File: src/rtl/zeroriscy_ss_pkg.sv
// Shared types and constants for the zero-riscy system-slave arbiter.
// The master ID and the request-attribute bundle are used by the arbiter and its ID FIFO.
package zeroriscy_ss_pkg;

  localparam int NUM_MASTERS = 2;

  typedef logic mid_t;

  localparam mid_t M_CORE = 1'b0;
  localparam mid_t M_DMA  = 1'b1;

  localparam int SS_ADDR_W = 32;
  localparam int SS_DATA_W = 32;
  localparam int SS_BE_W   = SS_DATA_W / 8;

  typedef struct packed {
    logic                 we;
    logic [SS_BE_W-1:0]   be;
    logic [SS_ADDR_W-1:0] addr;
    logic [SS_DATA_W-1:0] wdata;
  } ss_attr_t;

endpackage

File: src/rtl/zeroriscy_id_fifo.sv
// In-order FIFO of master IDs for outstanding slave transactions.
// Pushes are ignored when full and pops are ignored when empty.
module zeroriscy_id_fifo
  import zeroriscy_ss_pkg::*;
#(
  parameter  int DEPTH = 2,
  localparam int AW    = (DEPTH > 1) ? $clog2(DEPTH) : 1,
  localparam int CW    = $clog2(DEPTH + 1)
) (
  input  logic          clk,
  input  logic          rst_n,
  input  logic          push_i,
  input  mid_t          wdata_i,
  input  logic          pop_i,
  output mid_t          rdata_o,
  output logic [CW-1:0] count_o,
  output logic          full_o,
  output logic          empty_o
);

  mid_t          mem_q [DEPTH];
  logic [AW-1:0] wr_q, rd_q;
  logic [CW-1:0] cnt_q;
  logic          push_ok, pop_ok;

  assign full_o  = (cnt_q == CW'(DEPTH));
  assign empty_o = (cnt_q == '0);
  assign count_o = cnt_q;
  assign rdata_o = mem_q[rd_q];

  assign push_ok = push_i & ~full_o;
  assign pop_ok  = pop_i & ~empty_o;

  always_ff @(posedge clk or negedge rst_n) begin
    if (!rst_n) begin
      wr_q  <= '0;
      rd_q  <= '0;
      cnt_q <= '0;
      for (int i = 0; i < DEPTH; i++) mem_q[i] <= M_CORE;
    end else begin
      if (push_ok) begin
        mem_q[wr_q] <= wdata_i;
        wr_q        <= (wr_q == AW'(DEPTH - 1)) ? '0 : wr_q + 1'b1;
      end
      if (pop_ok) rd_q <= (rd_q == AW'(DEPTH - 1)) ? '0 : rd_q + 1'b1;
      case ({push_ok, pop_ok})
        2'b10:   cnt_q <= cnt_q + 1'b1;
        2'b01:   cnt_q <= cnt_q - 1'b1;
        default: cnt_q <= cnt_q;
      endcase
    end
  end

endmodule

File: src/rtl/zeroriscy_ss_arbiter.sv
// Round-robin two-master arbiter for the core2axi slave port, with lock-until-grant
// and an ID FIFO steering in-order responses back to the issuing master.
module zeroriscy_ss_arbiter
  import zeroriscy_ss_pkg::*;
#(
  parameter int ADDR_W = SS_ADDR_W,
  parameter int DATA_W = SS_DATA_W,
  parameter int DEPTH  = 2
) (
  input  logic                                     clk,
  input  logic                                     rst_n,
  input  logic [NUM_MASTERS-1:0]                   m_req,
  input  logic [NUM_MASTERS-1:0]                   m_we,
  input  logic [NUM_MASTERS-1:0][DATA_W/8-1:0]     m_be,
  input  logic [NUM_MASTERS-1:0][ADDR_W-1:0]       m_addr,
  input  logic [NUM_MASTERS-1:0][DATA_W-1:0]       m_wdata,
  output logic [NUM_MASTERS-1:0]                   m_gnt,
  output logic [NUM_MASTERS-1:0]                   m_rvalid,
  output logic [DATA_W-1:0]                        m_rdata,
  output logic [NUM_MASTERS-1:0]                   m_err,
  output logic                                     s_req,
  output logic                                     s_we,
  output logic [DATA_W/8-1:0]                      s_be,
  output logic [ADDR_W-1:0]                        s_addr,
  output logic [DATA_W-1:0]                        s_wdata,
  input  logic                                     s_gnt,
  input  logic                                     s_rvalid,
  input  logic [DATA_W-1:0]                        s_rdata,
  input  logic                                     s_err,
  output logic                                     proto_err
);

  localparam int CW = $clog2(DEPTH + 1);

  ss_attr_t      attr [NUM_MASTERS];
  ss_attr_t      sel_attr;
  mid_t          sel, head;
  mid_t          rr_q, rr_d, lock_id_q, lock_id_d;
  logic          lock_q, lock_d, proto_q, proto_d;
  logic          issue, hs, resp_ok;
  logic [CW-1:0] fifo_cnt;
  logic          fifo_full, fifo_empty;

  for (genvar i = 0; i < NUM_MASTERS; i++) begin : g_m
    assign attr[i] = '{we: m_we[i], be: m_be[i], addr: m_addr[i], wdata: m_wdata[i]};
    assign m_gnt[i]    = hs & (sel == mid_t'(i));
    assign m_rvalid[i] = resp_ok & (head == mid_t'(i));
    assign m_err[i]    = resp_ok & s_err & (head == mid_t'(i));
  end

  // A held lock wins over round-robin so a stalled request is never preempted.
  always_comb begin
    sel = M_CORE;
    if (lock_q)              sel = lock_id_q;
    else if (&m_req)         sel = rr_q;
    else if (m_req[M_DMA])   sel = M_DMA;
  end

  assign sel_attr = attr[sel];

  // Outputs are gated by rst_n so they read zero while reset is held.
  assign issue   = rst_n & (|m_req) & ~fifo_full;
  assign hs      = issue & s_gnt;
  assign resp_ok = rst_n & s_rvalid & (fifo_cnt != '0);

  assign s_req     = issue;
  assign s_we      = issue & sel_attr.we;
  assign s_be      = issue ? sel_attr.be    : '0;
  assign s_addr    = issue ? sel_attr.addr  : '0;
  assign s_wdata   = issue ? sel_attr.wdata : '0;
  assign m_rdata   = rst_n ? s_rdata : '0;
  assign proto_err = proto_q;

  always_comb begin
    rr_d      = hs ? ~sel : rr_q;
    lock_d    = issue & ~s_gnt;
    lock_id_d = lock_d ? sel : lock_id_q;
    proto_d   = proto_q | (s_rvalid & fifo_empty);
  end

  always_ff @(posedge clk or negedge rst_n) begin
    if (!rst_n) begin
      rr_q      <= M_CORE;
      lock_q    <= 1'b0;
      lock_id_q <= M_CORE;
      proto_q   <= 1'b0;
    end else begin
      rr_q      <= rr_d;
      lock_q    <= lock_d;
      lock_id_q <= lock_id_d;
      proto_q   <= proto_d;
    end
  end

  zeroriscy_id_fifo #(.DEPTH(DEPTH)) u_id_fifo (
    .clk     (clk),
    .rst_n   (rst_n),
    .push_i  (hs),
    .wdata_i (sel),
    .pop_i   (resp_ok),
    .rdata_o (head),
    .count_o (fifo_cnt),
    .full_o  (fifo_full),
    .empty_o (fifo_empty)
  );

endmodule
File: config.mk
export PLATFORM = sky130hd
export DESIGN_NAME = zeroriscy_ss_arbiter
export DESIGN_NICKNAME = d
export VERILOG_FILES = /design/src/rtl/zeroriscy_ss_pkg.sv /design/src/rtl/zeroriscy_id_fifo.sv /design/src/rtl/zeroriscy_ss_arbiter.sv
export SDC_FILE = /design/constraint.sdc
export NUM_CORES = 1
export LEC_CHECK = 0
export CORE_ASPECT_RATIO = 0.6
export CORE_MARGIN = 5
export CORE_UTILIZATION = 25
export DETAILED_ROUTE_END_ITERATION = 12
export MAX_ROUTING_LAYER = met4
export PLACE_DENSITY = 0.75
export SLEW_MARGIN = 20
export SYNTH_ARGS = -nofsm -noshare
export SYNTH_HDL_FRONTEND = slang
export SYNTH_SLANG_ARGS = --single-unit
File: constraint.sdc
create_clock -name clk -period 2 [get_ports clk]
set_input_delay 0.5 -clock clk [delete_from_list [all_inputs] [get_ports clk]]
set_output_delay 0.5 -clock clk [all_outputs]
set_load 0.03 [all_outputs]
; ---- Word level (Yosys, flattened, before mapping)
; Cells that the tools add are included.
; Widths: inputs -> output; s select.
[totals]
mem_bits_ro = 0
latch_bits = 0
reg_bits = 10
output_inout_bits = 109
n_memories = 0
input_bits = 177
ram_bits = 0
[op_classes]
add_sub_neg = 4
n_mul = 0
n_div = 0
eq_ne = 3
reduce_logical = 6
n_bitwise = 26
shift = 0
n_lt_le_gt_ge = 4
mux = 19
[ops]
columns = op, count
row1 = $mux 69, 3
row2 = $mux 32, 3
row3 = $and 1x1->1, 17
row4 = $mux 1, 9
row5 = $ge 2x2->1 const B, 3
row6 = $not 1->2, 3
row7 = $not 1->1, 5
row8 = $eq 2x2->1 const B, 2
row9 = $mux 4, 1
row10 = $pmux 2 s2, 1
row11 = $reduce_bool 2->1, 2
row12 = $add 1x1->1 const B, 2
row13 = $add 2x1->2 const B, 1
row14 = $bwmux 2, 1
row15 = $eq 2x1->1 const B, 1
row16 = $logic_not 2->1, 1
row17 = $lt 2x1->1 const B, 1
row18 = $reduce_and 2->1, 1
row19 = $reduce_or 2->1, 1
row20 = $sub 2x1->2 const B, 1
row21 = $demux 1 s1, 1
row22 = $logic_and 1x1->1, 1
row23 = $or 1x1->1, 1

; ---- Longest topological paths before layout
[logic_depth]
word_depth = 8
depth_mapped = 7
depth_no_buf = 7

; ---- Cells and area by module
; A second synthesis with hierarchy kept.
[unflattened]
hier_cells = 364
hier_area_um2 = 2986.6
[modules_own_cells]
columns = mod, area_each_um2, n_inst, seq_area_each_um2, cells_each
row1 = zeroriscy_ss_arbiter, 2703.8, 1, 100.1, 341
row2 = zeroriscy_id_fifo, 282.8, 1, 150.1, 23

; ---- Worst setup path after synthesis
; Ideal clock, no wire load.
[synth_path]
kind = input port to output port
start = input port m_req[0]
end = output port s_addr[0]
t_required_ns = 1.500
slack_ns = -0.217
stages = 5
arrival_ns = 1.717
cell_sequence = nor2b_1 -> o21a_1 -> buf_2 -> buf_4 -> mux2i_1
[synth_between]
elab_chain_cells = 8
elab_cells_between_ends = 11
[synth_rtl]
columns = element, line
row1 = from (decl), zeroriscy_ss_arbiter.sv:12  ; input logic [NUM_MASTERS-1:0] m_req,
row2 = $reduce_and 2->1, zeroriscy_ss_arbiter.sv:55  ; else if (&m_req) sel = rr_q;
row3 = $mux 1, zeroriscy_ss_arbiter.sv:55
row4 = $mux 1, zeroriscy_ss_arbiter.sv:54  ; if (lock_q) sel = lock_id_q;
row5 = $not 1->2 (implied by the code), zeroriscy_ss_arbiter.sv:59  ; assign sel_attr = attr[sel];
row6 = $mux 69 (implied by the code) (3 in series), zeroriscy_ss_arbiter.sv:59
row7 = $mux 32 (*), zeroriscy_ss_arbiter.sv:69  ; assign s_addr = issue ? sel_attr.addr : '0;
row8 = to (decl), zeroriscy_ss_arbiter.sv:24  ; output logic [ADDR_W-1:0] s_addr,
; Every way passes the cells marked *; elsewhere a longest branch is shown, timed or not. The select of a mux whose other input is x is not followed.

; ---- Worst setup path after layout
[layout_path]
start = register rr_q
end = output port s_wdata[7]
[layout_between]
elab_chain_cells = 7
[layout_rtl]
columns = element, line
row1 = from (decl), zeroriscy_ss_arbiter.sv:38  ; mid_t rr_q, rr_d, lock_id_q, lock_id_d;
row2 = from (signal assigned), zeroriscy_ss_arbiter.sv:88  ; rr_q <= rr_d;
row3 = $mux 1, zeroriscy_ss_arbiter.sv:55
row4 = $mux 1, zeroriscy_ss_arbiter.sv:54
row5 = $not 1->2 (implied by the code), zeroriscy_ss_arbiter.sv:59
row6 = $mux 69 (implied by the code) (3 in series), zeroriscy_ss_arbiter.sv:59
row7 = $mux 32, zeroriscy_ss_arbiter.sv:70  ; assign s_wdata = issue ? sel_attr.wdata : '0;
row8 = to (decl), zeroriscy_ss_arbiter.sv:25  ; output logic [DATA_W-1:0] s_wdata,
; No other way between the ends. The select of a mux whose other input is x is not followed.

==> results.sh <==
export IMPL_syn_num_nets=506
export IMPL_overflow=0
export IMPL_die_height_um=85.9
export IMPL_hold_viol_final=0
export IMPL_required_ns=1.50
export IMPL_gp_congestion=0.776
export IMPL_worst_path_buf_inv=3
export IMPL_dr_pass1_iters=4
export IMPL_post_drt_wl_per_cell_um=21.3
export IMPL_antenna_found_initial=0
export IMPL_ant_nets=0
export IMPL_nNetsFinal=820
export IMPL_synth_most_common_cell="nand3_1"
export IMPL_cpMaxStageDelayCell="dfrtp_1"
export IMPL_cts_root_buf="clkbuf_16"
export IMPL_dieArea_sq_um=11700
export IMPL_synth_area_leaders="mux2i_1 (29%), nand3_1 (29%), dfrtp_1 (10%)"
export IMPL_path_max_fanout=7
export IMPL_startpoint_type="register"
export IMPL_hold_path_class="primary input to async pin"
export IMPL_setup_slack_ns=-0.209
export IMPL_clk_pin_slew_worst_paths_ns=0.04
export IMPL_gr_usage_all_layers_pct=24.9
export IMPL_setup_viol_count_final=72
export IMPL_slew_viol_final=0
export IMPL_synth_area_sq_um=2400
export IMPL_drt_iter0_drc=152
export IMPL_cap_violations=0
export IMPL_synth_edf_count=0
export IMPL_antenna_cells=0
export IMPL_tns_ns=-11.45
export IMPL_die_x_um=136
export IMPL_synth_top_area_share_pct=29.2
export IMPL_drc=0
export IMPL_max_slew_margin_pct=69.5
export IMPL_synth_commonest_cells="nand3_1 (138), mux2i_1 (70), and2_1 (34), buf_2 (19), buf_6 (11)"
export IMPL_clock_sinks=10
export IMPL_avgViaCountPerCell=5.10
export IMPL_synth_cells=328
export IMPL_core_sq_um=9260
export IMPL_grt_pass1_wl_mm=22.4
export IMPL_io_pins=286
export IMPL_syn_to_final_growth_pct=203
export IMPL_synth_yosys_seq_area_share_pct=10.4
export IMPL_dpl_worst_slack_ns=-0.625
export IMPL_synth_seq_cells=10
export IMPL_crit_type="register to output pin"
export IMPL_endpoint_kind="output pin"
export IMPL_cts_buffers=3
export IMPL_num_rows=27
export IMPL_hpwl_mm=9.53
export IMPL_num_vias=3930
export IMPL_syn_avg_cell_area_sq_um=7.31
export IMPL_worstPathArrival_ns=1.71
export IMPL_synth_flop_cell="dfrtp_1"
export IMPL_cts_tree="done"
export IMPL_finalClockSkew_ns=0.00167
export IMPL_cp_cell_sequence="nor2b_4 > o21a_4 > buf_12 > buf_16 > mux2i_2 > buf_4"
export IMPL_fmax_mhz=453
export IMPL_drive_gt1_share_pct=54.3
export IMPL_p_leak_nw=2.89
export IMPL_drt_total_wl_mm=16.4
export IMPL_slowest_delay_ns=0.40
export IMPL_htreeDepth=1
export IMPL_yosys_area_top_type="mux2i_1"
export IMPL_finalCriticalPeriod_ns=2.21
export IMPL_grt_pass1_vias=4086
export IMPL_rsz0062_at_grt="true"
export IMPL_vdd_drop_max_v=0.000497
export IMPL_tightest_slew_ns=0.452
export IMPL_power_density_nw_per_um2=858
export IMPL_ys_warn_count=0
export IMPL_nFillCells=578
export IMPL_cts_buffer_depth=2
export IMPL_final_period_utilization_pct=110
export IMPL_port_buffers=285
export IMPL_clk_latency_ns=0.23
export IMPL_synthArstFlopShare_pct=100
export IMPL_status="finished, violations left"
export IMPL_grt_start_max_net_pins=35
export IMPL_critical_path_top_delay_family="buffers and inverters"
export IMPL_synthDistinctLibCells=28
export IMPL_violations="negative setup slack"
export IMPL_hold_buffers=0
export IMPL_start_util_pct=25.9
[timing repair]
item,in CTS,in global routing
pin swaps,23,7
buffers inserted,16,10
gates resized for setup,162,68
gates cloned,18,6
endpoints found under the setup margin,112,73
[cell type report]
| cell class | count | area, sq um | share of cell area (%) |
|---|---|---|---|
| timing repair buffer | 352 | 3990 | 54.9 |
| multi-input combinational | 274 | 2770 | 38.1 |
| sequential | 10 | 251 | 3.46 |
| tap | 130 | 163 | 2.24 |
| clock buffer | 4 | 88.8 | 1.22 |
| inverter | 1 | 3.75 | 0.0517 |
[power by group]
part	internal [mW]	switching (mW)	leakage, nW
clock network	0.301	0.0962	0.0442
registers	0.292	0.0699	0.115
logic	2.72	2.75	2.73
total	3.32	2.91	2.89
[worst paths after layout]
path                                                  startpoint                          endpoint  slack [ns]  cells after the start
min in group clk                             proto_err$_DFF_PN0_               proto_err$_DFF_PN0_        0.50                      1
worst min register to register               proto_err$_DFF_PN0_               proto_err$_DFF_PN0_        0.50                      1
worst max-delay path                            rr_q$_DFFE_PN0N_                        s_wdata[7]       -0.21                      6
worst max register to register  u_id_fifo.count_o[1]$_DFFE_PN0P_  u_id_fifo.count_o[1]$_DFFE_PN0P_        0.09                      9
worst min-delay path                                       rst_n               proto_err$_DFF_PN0_        0.35                      3
max in group asynchronous                                  rst_n  u_id_fifo.count_o[1]$_DFFE_PN0P_        1.50                      3
[through the flow]
| step | utilization [%] | total power [mW] | instances | cell area, sq um | hold slack (ns) |
|---|---|---|---|---|---|
| detailed placement | 58.5 | 4.00 | 726 | 5420 | 0.461 |
| global route | 78.5 | 6.48 | 771 | 7260 | 0.360 |
| floorplan | - | 2.77 | 328 | 2670 | 0.204 |
| CTS | 73.6 | 5.56 | 763 | 6820 | 0.339 |
| global placement | 58.5 | 3.94 | 726 | 5420 | 0.440 |
| finish | 78.5 | 6.23 | 771 | 7260 | 0.346 |
[tightest hold or removal path, cell delays in order]
cell   delay [ns]
buf_2        0.13
buf_4        0.12
buf_4        0.18
[per-layer routing]
layer	wire, um	global-route usage [%]
met4	141	4.30
met5	0	-
met2	8390	44.0
met1	6660	30.1
met3	1240	4.63
[flip-flops by register name, indices dropped and copies added (netlist names)]
signal and count:
lock_q 1, u_id_fifo.mem_q 2, rr_q 1, lock_id_q 1, proto_err 1, u_id_fifo.count_o 2, u_id_fifo.rd_q 1, u_id_fifo.wr_q 1
[cell usage in the layout (no fill, tap or decap), types with 2 or more instances in the layout]
| master | n |
|---|---|
| mux2_2 | 3 |
| mux2i_1 | 2 |
| dfrtp_1 | 9 |
| buf_8 | 4 |
| a31oi_1 | 2 |
| nor2_4 | 2 |
| xnor2_1 | 3 |
| nand3_1 | 59 |
| clkbuf_16 | 8 |
| nand2_1 | 2 |
| buf_12 | 14 |
| nand3_4 | 7 |
| mux2i_4 | 17 |
| buf_16 | 20 |
| buf_4 | 75 |
| o21a_4 | 2 |
| clkdlybuf4s50_1 | 173 |
| nand3_2 | 73 |
| and2_1 | 33 |
| nor2_1 | 2 |
| buf_6 | 59 |
| mux2i_2 | 51 |
| nand2b_4 | 2 |
[kinds of logic after synthesis]
logic type	count (synthesis)	synth area share, %
adders and majority gates	1	0.522
muxes	73	30.6
AOI/OAI and AO/OA	6	1.67
DFF	10	10.4
xor gates and xnor gates	5	1.83
and+or+nand+nor	189	41.7
buffers and inverters	44	13.2
Power figures use the tool's default switching activity.
